### src/rtl/alu_arbiter.sv
// Two-port arbiter in front of a shared combinational ALU: it grants one request,
// holds operands stable for SETTLE_CYCLES, captures the result, and returns it to the owner.
`ifndef W_CPU
`define W_CPU 32
`endif
`ifndef W_OPCODE
`define W_OPCODE 6
`endif

module alu_arbiter #(
  parameter int SETTLE_CYCLES = 2  // legal range 1..15
) (
  input  logic                 clk,
  input  logic                 rst,
  input  logic                 req0_valid,
  output logic                 req0_ready,
  input  logic [`W_OPCODE-1:0] req0_op,
  input  logic [`W_CPU-1:0]    req0_a,
  input  logic [`W_CPU-1:0]    req0_b,
  output logic                 resp0_valid,
  input  logic                 resp0_ready,
  output logic [`W_CPU-1:0]    resp0_r,
  output logic                 resp0_ovf,
  output logic                 resp0_zero,
  input  logic                 req1_valid,
  output logic                 req1_ready,
  input  logic [`W_OPCODE-1:0] req1_op,
  input  logic [`W_CPU-1:0]    req1_a,
  input  logic [`W_CPU-1:0]    req1_b,
  output logic                 resp1_valid,
  input  logic                 resp1_ready,
  output logic [`W_CPU-1:0]    resp1_r,
  output logic                 resp1_ovf,
  output logic                 resp1_zero,
  output logic [`W_OPCODE-1:0] alu_op,
  output logic [`W_CPU-1:0]    alu_a,
  output logic [`W_CPU-1:0]    alu_b,
  input  logic [`W_CPU-1:0]    alu_r,
  input  logic                 alu_ovf,
  input  logic                 alu_zero,
  output logic                 busy
);
  typedef enum logic [1:0] {IDLE, SETTLE, RESP} state_t;
  typedef struct packed {
    logic [`W_OPCODE-1:0] op;
    logic [`W_CPU-1:0]    a;
    logic [`W_CPU-1:0]    b;
  } req_t;
  typedef struct packed {
    logic [`W_CPU-1:0] r;
    logic              ovf;
    logic              zero;
  } resp_t;

  localparam logic [3:0] LAST_CNT = 4'(SETTLE_CYCLES - 1);

  state_t     state, state_nxt;
  logic [3:0] cnt;
  logic       owner, last_served;
  logic       gnt, gnt_vld, accept, done, settled;
  req_t       op_q, req_sel;
  resp_t      res_q;
  logic [1:0] req_valid, resp_ready, resp_valid;

  assign req_valid  = {req1_valid, req0_valid};
  assign resp_ready = {resp1_ready, resp0_ready};
  assign req_sel    = gnt ? {req1_op, req1_a, req1_b} : {req0_op, req0_a, req0_b};

  // On a tie the port that was not served last wins; last_served resets to 1.
  always_comb begin
    gnt_vld = |req_valid;
    gnt     = 1'b0;
    case (req_valid)
      2'b10:   gnt = 1'b1;
      2'b11:   gnt = ~last_served;
      default: gnt = 1'b0;
    endcase
  end

  // Reset overrides every handshake, so gate both with rst.
  assign accept  = !rst && (state == IDLE) && gnt_vld;
  assign done    = !rst && (state == RESP) && resp_ready[owner];
  assign settled = (state == SETTLE) && (cnt == LAST_CNT);

  always_comb begin
    state_nxt = state;
    case (state)
      IDLE:    if (accept)  state_nxt = SETTLE;
      SETTLE:  if (settled) state_nxt = RESP;
      RESP:    if (done)    state_nxt = IDLE;
      default:              state_nxt = IDLE;
    endcase
  end

  always_ff @(posedge clk) begin
    if (rst) begin
      state       <= IDLE;
      cnt         <= '0;
      owner       <= 1'b0;
      last_served <= 1'b1;
      op_q        <= '0;
      res_q       <= '0;
    end else begin
      state <= state_nxt;
      if (accept) begin
        op_q  <= req_sel;
        owner <= gnt;
        cnt   <= '0;
      end
      if (state == SETTLE) cnt <= cnt + 4'd1;
      if (settled) res_q <= {alu_r, alu_ovf, alu_zero};
      if (done) last_served <= owner;
    end
  end

  assign alu_op = op_q.op;
  assign alu_a  = op_q.a;
  assign alu_b  = op_q.b;

  assign req0_ready = accept && !gnt;
  assign req1_ready = accept && gnt;
  assign resp_valid = {2{!rst && (state == RESP)}} & {owner, !owner};
  assign busy       = !rst && (state != IDLE);

  assign resp0_valid = resp_valid[0];
  assign resp0_r     = resp_valid[0] ? res_q.r : '0;
  assign resp0_ovf   = resp_valid[0] & res_q.ovf;
  assign resp0_zero  = resp_valid[0] & res_q.zero;
  assign resp1_valid = resp_valid[1];
  assign resp1_r     = resp_valid[1] ? res_q.r : '0;
  assign resp1_ovf   = resp_valid[1] & res_q.ovf;
  assign resp1_zero  = resp_valid[1] & res_q.zero;
endmodule

### config.mk
export PLATFORM = sky130hd
export DESIGN_NAME = alu_arbiter
export DESIGN_NICKNAME = d
export VERILOG_FILES = /design/src/rtl/alu_arbiter.sv
export SDC_FILE = /design/constraint.sdc
export NUM_CORES = 1
export LEC_CHECK = 0
export CAP_MARGIN = 20
export CORE_UTILIZATION = 33
export CTS_CLUSTER_SIZE = 8
export DETAILED_ROUTE_END_ITERATION = 16
export PLACE_DENSITY = 0.81
export SLEW_MARGIN = 20
export SYNTH_ARGS = -nofsm -noshare
export SYNTH_HDL_FRONTEND = slang
export SYNTH_SLANG_ARGS = --single-unit
export TNS_END_PERCENT = 100
### constraint.sdc
create_clock -name clk -period 1.42 [get_ports clk]
set_input_delay 0.142 -clock clk [delete_from_list [all_inputs] [get_ports clk]]
set_output_delay 0.142 -clock clk [all_outputs]
set_load 0.01 [all_outputs]
**Yosys cells after proc, flatten, opt, wreduce, memory -nomap -nowiden**

Cells that the tools add are included.

- Input port bits: 180
- Bits in registers: 112
- Memories kept: 0
- Memory bits (read-only): 0
- Output and inout bits: 143
- Memory bits (writable): 0
- Latch bits: 0
- Logic and storage cells: 54

- Muxes and demuxes: 12
- Div/mod/pow operators: 0
- Order comparisons: 1
- Add/subtract/negate cells: 1
- $mul: 0
- Bitwise logic cells: 6
- Equality and inequality tests: 8
- Shifts and indexed selects: 0
- Reduce and logical (&&, ||, !) cells: 16

Operator list:

| operator | number |
|---|---|
| 70-bit two-way mux | 1 |
| 32-bit two-way mux | 2 |
| 1-bit logical AND | 8 |
| 4-bit two-way mux | 2 |
| 2-bit equality test, second input constant | 3 |
| 2-bit two-way mux | 3 |
| 2-bit != test, second input constant | 3 |
| 2-bit case mux with 3 select lines | 1 |
| 4-bit by 1-bit adder with 4-bit output, second input constant | 1 |
| 1-bit AND | 4 |
| 4-bit by 1-bit equality test with 1-bit output, second input constant | 1 |
| 2-bit nonzero test | 2 |
| 1-bit zero test | 3 |
| 3-bit AND reduction | 1 |
| 2-bit AND | 1 |
| 2-bit by 1-bit equality test with 1-bit output, second input constant | 1 |
| 2-bit zero test | 1 |
| 1-bit by 2-bit < comparator with 1-bit output, second input constant | 1 |
| 1-bit two-way mux | 2 |
| 1-bit case mux with 2 select lines | 1 |
| 2-bit OR reduction | 1 |
| 1-bit NOT | 1 |

**Logic depth before layout (Yosys ltp)**

- Depth in word-level cells: 5
- Mapped depth: 7
- Gate-level depth less buffers: 5

**Worst setup path before layout**

Ideal clock, no wire load.

- Kind: reg2out
- Start: reg state[0]
- End: out resp0_r[22]
- Required time: 1.278 ns
- Cell stages (with the launch flop): 5
- Buffers on the path: 2
- Arrival: 1.453 ns
- Path slack: -0.175 ns
- Path through: dfxtp_1 > buf_2 > nor4b_2 > clkbuf_1 > and2_1

- Cells in the longest elaborated chain, start to end: 4

Ends and longest elaborated chain:

| element | line | text |
|---|---|---|
| start: declaration | 57 | `state_t state, state_nxt;` |
| start signal: assignment | 104 | `state <= state_nxt;` |
| 2-bit equality test | 122 | `assign resp_valid = {2{!rst && (state == RESP)}} & {owner, !owner};` |
| 1-bit logical AND | 122 |  |
| 2-bit AND | 122 |  |
| net resp0_valid | 20 | `output logic resp0_valid,` |
| 32-bit two-way mux | 126 | `assign resp0_r = resp_valid[0] ? res_q.r : '0;` |
| end: declaration | 22 | `` output logic [`W_CPU-1:0] resp0_r, `` |

The timed path passes the listed nets, and every way through them passes these cells.

**Worst setup path after layout**

- Start: reg state[0]
- End: out resp0_r[15]

- Cells in the longest elaborated chain, start to end: 4

Ends and longest elaborated chain:

| element | line |
|---|---|
| 2-bit equality test | 122 |
| 1-bit logical AND | 122 |
| 2-bit AND | 122 |
| 32-bit two-way mux | 126 |

Every way passes these cells.

==> results.yml <==
power_and_ir_drop:
  power_mw: 8.93
  p_leak_nw: 5.34
  p_per_area_mw_per_mm2: 778
  irDropWorstVdd_mv: 0.553
cts:
  cts.clk_slew.worst_paths_ns: 0.07
  clock_path_buffers: 2
  cts_buffers: 9
  htreeDepth: 3
  insertion_delay_ns: 0.36
  cts_tree: "built"
  cts_root_buf: "clkbuf_16"
  cts.sink_count: 112
place:
  numPortBuffers: 322
  placed_area_sq_mm: 0.00867
  placed_cells: 1156
  dp_hpwl_mm: 13.3
  place_ws_ns: -0.505
  gp_congestion: 0.793
synth:
  synthTopCellsByCount: "214 x nand2_1, 112 x dfxtp_1, 79 x nor2_1"
  synth_nets: 852
  synth.area.top_cells: "dfxtp_1 44%, nand2_1 16%, a311oi_1 12%"
  ys_async_sr_fraction: 0
  synth.avg_cell_area_sq_um: 7.54
  netlist_area_sq_mm: 0.00505
  yosys_warnings: 0
  synthDistinctLibCells: 31
  synth.most_common_cell: "nand2_1"
  synth_top_area_frac: 0.444
  synth_edf_count: 0
  ys_seq_area_frac: 0.444
  synth_largest_area_cell: "dfxtp_1"
  synth_cells: 670
  ys_ff_latch: 112
  synthFlopType: "dfxtp_1"
finish:
  layoutNonFillerInstCount: 1250
  drive_gt1_frac: 0.408
  nets: 1242
  design_area_sq_mm: 0.0115
  fillCellCount: 883
  syn2layout_area_growth_pct: 127
worst_setup_path:
  critPathCaptureType: "output port"
  r2r_start: "state[0]"
  cp.required_ns: 1.28
  crit_family: "buffers and inverters"
  timing.setup.critical_path_class: "reg2out"
  arrival_ns: 1.63
  slowest_stage: "dfxtp_4"
  slowest_delay_ns: 0.37
  timing.critical_path.fanout_max: 10
  crit_start: "state[0]"
  worstSetupStartpointType: "flip-flop"
  cp_cell_sequence: "nor4b_4 -> buf_6 -> buf_4 -> and2_1 -> buf_2"
  worst-path-buf-inv: 3
timing:
  hold_violations: 0
  slew_headroom: 0.528
  setup_viol: 180
  setup_tns_ns: -40.75
  period_needed_ns: 1.77
  slew_violations: 0
  fin_skew_ns: 0.00774
  min_period_over_period: 1.25
  tightest_slew_ns: 0.708
  max_freq_mhz: 565
  grt_setup_unrepaired: "true"
  layout_setup_ws_ns: -0.350
floorplan:
  die_y_um: 126
  io_pins: 323
  die-width_um: 126
  num_rows: 44
  die-area_sq_mm: 0.0158
  coreArea_sq_mm: 0.0148
  start_util: 0.342
grt:
  antenna_found_initial: 2
  gr-total-overflow: 0
  track_usage: 0.284
  grt_max_degree: 49
  grt_pass1_vias: 6407
  grt_pass1_wl_mm: 34.9
detailed_routing:
  vias: 6727
  routedWlPerCell_um: 20.7
  totalWireLength_mm: 25.9
  drtIter0Drc: 306
  ant_nets: 0
  via_per_inst: 5.38
  first_pass_iters: 5
  drc: 0
run_status:
  violations: "negative setup slack"
  status: "complete, but fails checks"
worst_hold_path:
  worstHoldStart: "req1_valid"
  hp-class: "in2reg"
flow_run:
  cap_violations: 0
## final timing paths
kind                                    end  slack (ns)  cells after the start
worst min register to register    res_q[10]        0.47                      2
worst max register to register     alu_b[8]       -0.32                      7
worst max-delay path            resp0_r[15]       -0.35                      5
worst min-delay path                 cnt[0]        0.32                      4
## report_power, final
group	leakage (nW)	switching, mW	total, mW	internal (mW)
Sequential	0.920	0.205	3.58	3.37
Clock	0.123	1.21	2.38	1.17
Combinational	4.30	1.26	2.97	1.71
## repair_timing
item                       in CTS  in global routing
hold endpoints to repair        0                  0
gates cloned                   29                  6
hold buffers                    0                  0
setup endpoints to repair     184                227
setup buffers                  44                 14
pin swaps                     115                 73
gates resized for setup       507                279
## layer usage
layer / vias up / share of wire / GRT usage
met1: 3215 / 0.35 / 0.301
met3: 98 / 0.071 / 0.0743
met5: - / 0 / 0
met4: 0 / 0.055 / 0.167
met2: 358 / 0.52 / 0.507
li1: 3056 / - / -
## tightest hold or removal path: cells and delay by family
family	cells	cell delay, ns
compound gates	2	0.25
buf+inv	1	0.20
simple gates	1	0.04
## layout make-up
type                    instances  area, sq um  share of cell area
clock inverters                 6         37.5             0.00327
repair buffers                436         5030               0.438
inverters                       2         7.51            0.000654
diodes                          2         5.00            0.000436
well taps                     184          230              0.0201
multi-input cells             499         3690               0.321
clock buffers                   9          225              0.0196
flip-flops and latches        112         2250               0.196
## cell families after synthesis
logic type                 Yosys count  synth area share
AOI/OAI and AO/OA                  117             0.170
adders and majority gates            2           0.00495
buffers and inverters               59            0.0503
DFF                                112             0.444
muxes                                1           0.00198
and+or+nand+nor                    379             0.329
## metrics by stage
step	utilization	hold slack, ns
5_1_grt	0.778	0.344
3_3_place_gp	0.588	0.447
2_1_floorplan	-	0.241
4_1_cts	0.712	0.295
6_report	0.778	0.316
3_5_place_dp	0.588	0.455
## sequential cells by signal, summed over array words and instances (netlist names)
signal	cells
state	2
alu_a	32
res_q	34
alu_b	32
owner	1
alu_op	6
last_served	1
cnt	4
## placed cells by master (no fill, tap or decap), drive strengths merged
cell and instances:
inv 2, buf 182, mux2i 1, a31oi 1, a21oi 40, and3 1
or2 1, o21ai 4, dfxtp 112, clkinv 3, clkinvlp 3, and4bb 1
ha 2, and2 70, dlymetal6s2s 52, nor2b 1, nand2 214, o31ai 1
nor3 3, diode 2, nand2b 1, nor2 79, nand3b 1, clkdlybuf4s50 190
nor4 2, dlygate4sd2 6, nor4b 1, a311oi 70, nand3 3, clkbuf 15
nand4 1, a22oi 1
(Power assumes the default switching activity.)
